===== src/rtl/daa_pkg.sv =====
// Shared types and elaboration checks for the dynamic-alignment Booth MAC.
package daa_pkg;

    typedef enum logic [1:0] {
        ACCEPT = 2'd0,
        BUSY   = 2'd1,
        OUT    = 2'd2
    } daa_state_e;

    // Radix-4 Booth digit: sign plus one-hot magnitude (x1 => |d|=1, x2 => |d|=2, neither => 0)
    typedef struct packed {
        logic neg;
        logic x1;
        logic x2;
    } booth_digit_t;

    function automatic bit daa_widths_ok(int acc_w, int in_w, int w_w);
        return (acc_w >= in_w + w_w + 2) && (w_w >= 2) && ((w_w % 2) == 0);
    endfunction

endpackage


===== src/rtl/booth_r4_digit.sv =====
// Radix-4 Booth recoder: weight triplet {w[2k+1], w[2k], w[2k-1]} to sign and one-hot magnitude.
module booth_r4_digit (
    input  logic [2:0] i_trip,
    output logic       o_neg,
    output logic       o_x1,
    output logic       o_x2
);

    always_comb begin
        o_neg = 1'b0;
        o_x1  = 1'b0;
        o_x2  = 1'b0;
        case (i_trip)
            3'b001, 3'b010: o_x1 = 1'b1;
            3'b011:         o_x2 = 1'b1;
            3'b100: begin
                o_neg = 1'b1;
                o_x2  = 1'b1;
            end
            3'b101, 3'b110: begin
                o_neg = 1'b1;
                o_x1  = 1'b1;
            end
            default: ;
        endcase
    end

endmodule


===== src/rtl/daa_booth_mac.sv =====
// Dynamic-alignment MAC: one radix-4 Booth digit per cycle, shared right-shift exponent on overflow.
// Sticky inexact tracking is generated only when DAA_STICKY_EN is defined; otherwise o_inexact is 0.
//   state  | meaning
//   ACCEPT | in_ready high, waiting for a term
//   BUSY   | applying Booth digits k = 0..ND-1 of the latched term
//   OUT    | o_valid high, result held until o_ready
module daa_booth_mac
    import daa_pkg::*;
#(
    parameter int IN_W  = 4,
    parameter int W_W   = 4,
    parameter int ACC_W = 10,
    parameter int EXP_W = 3
) (
    input  logic             clk,
    input  logic             rst,
    input  logic             clear,
    input  logic             in_valid,
    output logic             in_ready,
    input  logic [IN_W-1:0]  in_x,
    input  logic             in_sign_x,
    input  logic [W_W-1:0]   in_w,
    input  logic             in_last,
    output logic             o_valid,
    input  logic             o_ready,
    output logic [ACC_W-1:0] o_acc,
    output logic [EXP_W-1:0] o_exp,
    output logic             o_sat,
    output logic             o_inexact
);

    localparam int ND   = W_W / 2;
    localparam int K_W  = (ND > 1) ? $clog2(ND) : 1;
    localparam int SH_W = ((K_W + 1 > EXP_W) ? K_W + 1 : EXP_W) + 1;
    localparam logic [EXP_W-1:0]        MAX_EXP = '1;
    localparam logic signed [ACC_W-1:0] ACC_MAX = {1'b0, {(ACC_W-1){1'b1}}};
    localparam logic signed [ACC_W-1:0] ACC_MIN = {1'b1, {(ACC_W-1){1'b0}}};

    generate
        if (!daa_widths_ok(ACC_W, IN_W, W_W)) begin : g_width_check
            $error("daa_booth_mac: W_W must be even and ACC_W >= IN_W+W_W+2");
        end
    endgenerate

    daa_state_e              r_state;
    logic [K_W-1:0]          r_k;
    logic signed [IN_W:0]    r_x;
    logic [W_W-1:0]          r_w;
    logic                    r_last;
    logic signed [ACC_W-1:0] r_acc;
    logic [EXP_W-1:0]        r_exp;
    logic                    r_sat;
    logic                    r_in_ready;
    logic                    r_o_valid;

    logic [W_W:0]            w_w_ext;
    logic [2:0]              w_trip;
    logic                    w_neg;
    logic                    w_x1;
    logic                    w_x2;
    booth_digit_t            w_digit;
    logic signed [ACC_W:0]   w_x_wide;
    logic signed [ACC_W:0]   w_mag;
    logic signed [ACC_W:0]   w_pp;
    logic signed [ACC_W:0]   w_pp_al;
    logic signed [ACC_W:0]   w_sum;
    logic [SH_W-1:0]         w_two_k;
    logic [SH_W-1:0]         w_exp_ext;
    logic [SH_W-1:0]         w_amt;
    logic                    w_left;
    logic                    w_ovf;
    logic                    w_last_digit;

    // A zero appended below the weight supplies w[-1] for digit 0
    assign w_w_ext = {r_w, 1'b0};
    assign w_trip  = 3'(w_w_ext >> {r_k, 1'b0});

    booth_r4_digit u_digit (
        .i_trip (w_trip),
        .o_neg  (w_neg),
        .o_x1   (w_x1),
        .o_x2   (w_x2)
    );

    assign w_digit   = {w_neg, w_x1, w_x2};
    assign w_x_wide  = {{(ACC_W-IN_W){r_x[IN_W]}}, r_x};
    assign w_mag     = w_digit.x2 ? (w_x_wide <<< 1) : (w_digit.x1 ? w_x_wide : '0);
    assign w_pp      = w_digit.neg ? -w_mag : w_mag;

    // Digit weight 4^k against the shared exponent: net shift is 2k - exp
    assign w_two_k   = SH_W'({r_k, 1'b0});
    assign w_exp_ext = SH_W'(r_exp);
    assign w_left    = (w_two_k >= w_exp_ext);
    assign w_amt     = w_left ? (w_two_k - w_exp_ext) : (w_exp_ext - w_two_k);
    assign w_pp_al   = w_left ? (w_pp <<< w_amt) : (w_pp >>> w_amt);
    assign w_sum     = {r_acc[ACC_W-1], r_acc} + w_pp_al;
    assign w_ovf     = w_sum[ACC_W] ^ w_sum[ACC_W-1];

    assign w_last_digit = (r_k == K_W'(ND - 1));

    always_ff @(posedge clk or posedge rst) begin
        if (rst) begin
            r_state    <= ACCEPT;
            r_k        <= '0;
            r_x        <= '0;
            r_w        <= '0;
            r_last     <= 1'b0;
            r_acc      <= '0;
            r_exp      <= '0;
            r_sat      <= 1'b0;
            r_in_ready <= 1'b1;
            r_o_valid  <= 1'b0;
        end else if (clear) begin
            r_state    <= ACCEPT;
            r_k        <= '0;
            r_acc      <= '0;
            r_exp      <= '0;
            r_sat      <= 1'b0;
            r_in_ready <= 1'b1;
            r_o_valid  <= 1'b0;
        end else begin
            case (r_state)
                ACCEPT: begin
                    if (in_valid) begin
                        r_x        <= in_sign_x ? {in_x[IN_W-1], in_x} : {1'b0, in_x};
                        r_w        <= in_w;
                        r_last     <= in_last;
                        r_k        <= '0;
                        r_in_ready <= 1'b0;
                        r_state    <= BUSY;
                    end
                end
                BUSY: begin
                    if (!w_ovf) begin
                        r_acc <= w_sum[ACC_W-1:0];
                    end else if (r_exp != MAX_EXP) begin
                        r_acc <= w_sum[ACC_W:1];
                        r_exp <= r_exp + EXP_W'(1);
                    end else begin
                        r_acc <= w_sum[ACC_W] ? ACC_MIN : ACC_MAX;
                        r_sat <= 1'b1;
                    end
                    if (w_last_digit) begin
                        if (r_last) begin
                            r_o_valid <= 1'b1;
                            r_state   <= OUT;
                        end else begin
                            r_in_ready <= 1'b1;
                            r_state    <= ACCEPT;
                        end
                    end else begin
                        r_k <= r_k + K_W'(1);
                    end
                end
                OUT: begin
                    if (o_ready) begin
                        r_acc      <= '0;
                        r_exp      <= '0;
                        r_sat      <= 1'b0;
                        r_o_valid  <= 1'b0;
                        r_in_ready <= 1'b1;
                        r_state    <= ACCEPT;
                    end
                end
                default: begin
                    r_in_ready <= 1'b1;
                    r_o_valid  <= 1'b0;
                    r_state    <= ACCEPT;
                end
            endcase
        end
    end

`ifdef DAA_STICKY_EN
    logic [ACC_W:0] w_mask;
    logic           w_pp_lost;
    logic           w_renorm_lost;
    logic           r_inexact;

    assign w_mask        = ~({(ACC_W+1){1'b1}} << w_amt);
    assign w_pp_lost     = !w_left && (|(w_pp & w_mask));
    assign w_renorm_lost = w_ovf && (r_exp != MAX_EXP) && w_sum[0];

    always_ff @(posedge clk or posedge rst) begin
        if (rst) begin
            r_inexact <= 1'b0;
        end else if (clear) begin
            r_inexact <= 1'b0;
        end else if (r_state == BUSY) begin
            r_inexact <= r_inexact | w_pp_lost | w_renorm_lost;
        end else if ((r_state == OUT) && o_ready) begin
            r_inexact <= 1'b0;
        end
    end

    assign o_inexact = r_inexact;
`else
    assign o_inexact = 1'b0;
`endif

    assign in_ready = r_in_ready;
    assign o_valid  = r_o_valid;
    assign o_acc    = r_acc;
    assign o_exp    = r_exp;
    assign o_sat    = r_sat;

endmodule


===== config.mk =====
export PLATFORM = sky130hd
export DESIGN_NAME = daa_booth_mac
export DESIGN_NICKNAME = d
export VERILOG_FILES = /design/src/rtl/daa_pkg.sv /design/src/rtl/booth_r4_digit.sv /design/src/rtl/daa_booth_mac.sv
export SDC_FILE = /design/constraint.sdc
export NUM_CORES = 1
export LEC_CHECK = 0
export ABC_CLOCK_PERIOD_IN_PS = 12520
export BUFFER_PORTS_ARGS = -buffer_cell sky130_fd_sc_hd__buf_2
export CORE_MARGIN = 5
export CORE_UTILIZATION = 45
export CTS_BUF_LIST = sky130_fd_sc_hd__clkbuf_8 sky130_fd_sc_hd__clkbuf_16
export DETAILED_ROUTE_END_ITERATION = 7
export PLACE_DENSITY_LB_ADDON = 0.3
export SYNTH_ARGS = -nofsm -noshare
export SYNTH_HDL_FRONTEND = slang
export SYNTH_SLANG_ARGS = --single-unit

===== constraint.sdc =====
create_clock -name clk -period 12.52 [get_ports clk]
set_input_delay 2.504 -clock clk [delete_from_list [all_inputs] [get_ports clk]]
set_output_delay 2.504 -clock clk [all_outputs]
set_load 0.02 [all_outputs]

==> results by group <==
Run status
  • Status: completed

Critical path
  • R2R Path Start: r_k
  • CP Launch Type: register
  • WP data required: 12.71 ns
  • CP Class: register to register
  • R2R setup slack: 5.29 ns
  • CP Capture Type: register
  • RR Endpoint: o_acc[2]
  • Worst Reg2Reg Path Length in Cells: 25
  • Critical path arrival: 7.42 ns
  • Crit-path max FO: 18

STA
  • Fin Clk Skew: 0.00381 ns
  • Setup-failing EPs final: 0
  • Final Critical Period: 7.23 ns
  • Worst Slack Setup Final: 5.29 ns
  • Final hold vios: 0
  • Fin Setup TNS: 0 ns
  • Unrepaired setup endpoints after global routing: false
  • Slew HR: 27.1%
  • Count of pins over their slew limit: 0
  • Worst Tran Pin Value: 1.09 ns
  • Maximum operating frequency: 138 MHz
  • Final period util: 57.8%

Logic synthesis
  • Distinct cells, synth: 72
  • Seq/Total Area, Yosys: 20.2%
  • Cell accounting for the most synthesized area: dfrtp_1
  • Synth Instances: 458
  • Post-Synthesis Cell Area: 0.00361 mm²
  • Number of synthesized flops with an enable pin: 0
  • Syn Nets: 499
  • Ys async rst share: 100%
  • Yosys warnings: 0
  • Post-synthesis average cell area: 7.88 µm²
  • Yosys top cell area share: 19.4%
  • Primary FF master, synth: dfrtp_1
  • #FFs+latches synth: 29
  • Synth top area cells: dfrtp_1 19%, ha_1 8.3%, mux2i_1 5.5%

Routing
  • Drt first pass iters: 7
  • Drt wl/cell: 16.3 µm
  • Antenna viol nets, final: 0
  • Routed WL: 9410 µm
  • Drt via density: 6.05
  • Initial DRC count: 282
  • Via Count: 3501
  • DRC: 0

Global route
  • First-pass GRT wire length: 15900 µm
  • Gr busiest metal: met2
  • Largest net degree at the start of global routing: 32
  • GRT met3 Usage: 3.16%
  • Met2 Track Usage GR: 31.8%
  • Met1 usage in global routing: 25.8%
  • Initial antenna violation count: 0
  • Total Routing Usage GR: 19.5%
  • Total global routing overflow: 0
  • Vias in the first global route: 3327

Final layout
  • Most frequent cells in the layout: 47 x nand2_1, 43 x nor2_1, 33 x o21ai_0
  • Final Util: 50.4%
  • Nets@finish: 517
  • Diode count: 0
  • Commonest non-fill, non-tap cell in the layout: nand2_1
  • Area Growth Syn to Fin: 8.53%
  • Share of post-route cells with drive strength above 1: 15.3%
  • Cell area after layout: 0.00392 mm²

Run
  • Max-cap violations: 0

Clock network
  • Worst-path clk slew: 0.07 ns
  • Clock Sinks: 29
  • Setup bufs post-CTS: 0
  • Maximum clock path buffer count: 2
  • Clk root buf: clkbuf_8
  • H-tree Lvls: 2
  • Clk Latency, worst-skew pair: 0.28 ns
  • Cts bufs inserted: 5
  • Post-CTS Hold Fix Bufs: 0
  • CTS tree: yes
  • Post-cts resize count: 0

Worst hold path
  • Hold EP: in_ready
  • Hold Startpoint: in_ready
  • Hold Crit Class: register to register
  • Hold Crit Depth: 2

Placed design
  • Post-DP Area: 0.00379 mm²
  • RD Place Congestion: 0.924
  • PortBufs: 30
  • Post-DP HPWL: 7170 µm
  • Pre-CTS setup slack: 5.39 ns

Floorplan
  • Core Rows: 32
  • I/O Pins: 32
  • Die area: 0.00991 mm²
  • Core Area: 0.00777 mm²
  • Die Wd: 99.5 µm
  • Die H: 99.5 µm
  • Starting Density: 46.4%
[cells in the mapped netlist, types with 4 or more instances]
master,count
nor2b_1,10
xnor2_1,9
nor2_1,43
a21oi_1,21
a31oi_1,5
a21o_1,5
o22ai_1,4
nand3_1,17
nor4_1,10
and3_1,6
dfrtp_1,28
nand2b_1,7
and2_1,10
o21ai_0,33
nand2_1,47
mux2_2,13
inv_1,14
ha_1,24
mux2i_1,20
nor3_1,20
buf_6,4
xor2_1,4
clkbuf_1,16
a211oi_1,10
o21a_1,9
[critical path: stages, from the launching register on]
cell	delay (ns)
dfrtp_1	0.54
mux2i_1	0.35
inv_1	0.11
ha_1	0.25
mux2i_2	0.48
mux2_2	0.40
ha_1	0.22
or3_2	0.54
xnor2_1	0.34
nand2b_1	0.20
nand3_1	0.08
o21ai_0	0.12
a21oi_1	0.10
o311ai_0	0.11
o21ai_0	0.24
ha_1	0.32
a21o_1	0.18
a211oi_1	0.29
o21ai_0	0.18
a2111oi_0	0.47
or3_1	0.54
nor2_1	0.14
o211a_1	0.16
a2111oi_0	0.38
nand3_1	0.13
o31ai_1	0.26
[registers in the layout (all words and copies together), names as in the netlist]
| register | flops |
|---|---|
| in_ready | 1 |
| o_acc | 10 |
| o_exp | 3 |
| o_sat | 1 |
| o_valid | 1 |
| r_k | 1 |
| r_last | 1 |
| r_state | 2 |
| r_w | 4 |
| r_x | 5 |
[logic make-up after synthesis]
family / Yosys count / share of synthesized area (%)
buf+inv: 37 / 4.79
compound gates: 124 / 23.4
fa+ha+maj: 27 / 9.71
mux: 35 / 10.6
other cells: 1 / 0.104
xor+xnor: 15 / 4.58
simple gates: 190 / 26.6
flops: 29 / 20.2
[area by class of cell]
cell class	count	area [µm²]
clock inverters	2	37.5
flip-flops and latches	29	727
inverters	14	52.6
fillers	774	3850
repair buffers	34	180
multi-input cells	392	2710
well taps	102	128
clock buffers	6	82.6
[how the worst max path moves through the flow]
stage                           to  depth (start not counted)  slack (ns)     start
after floorplan           o_acc[2]                         28        6.42       r_k
after global placement    o_acc[2]                         21        5.59  o_exp[0]
after detailed placement  o_acc[2]                         25        5.39       r_k
after CTS                 o_acc[2]                         25        5.35       r_k
after global routing      o_acc[2]                         26        4.58       r_k
final                     o_acc[2]                         25        5.29       r_k
[metrics by stage]
stage                     std cells  hold slack [ns]
after detailed placement        571            0.484
after CTS                       579            0.503
after global routing            579            0.535
after global placement          571            0.475
final                           579            0.500
after floorplan                 458            0.480
[per-layer routing]
metal | vias to the layer above | routed length, µm
li1 | 1734 | -
met1 | 1634 | 4270
met2 | 117 | 4310
met3 | 16 | 589
met4 | 0 | 239
met5 | - | 0
Power is not shown: default switching activity piles up to over one toggle a cycle in this logic, so the estimate is an artifact.
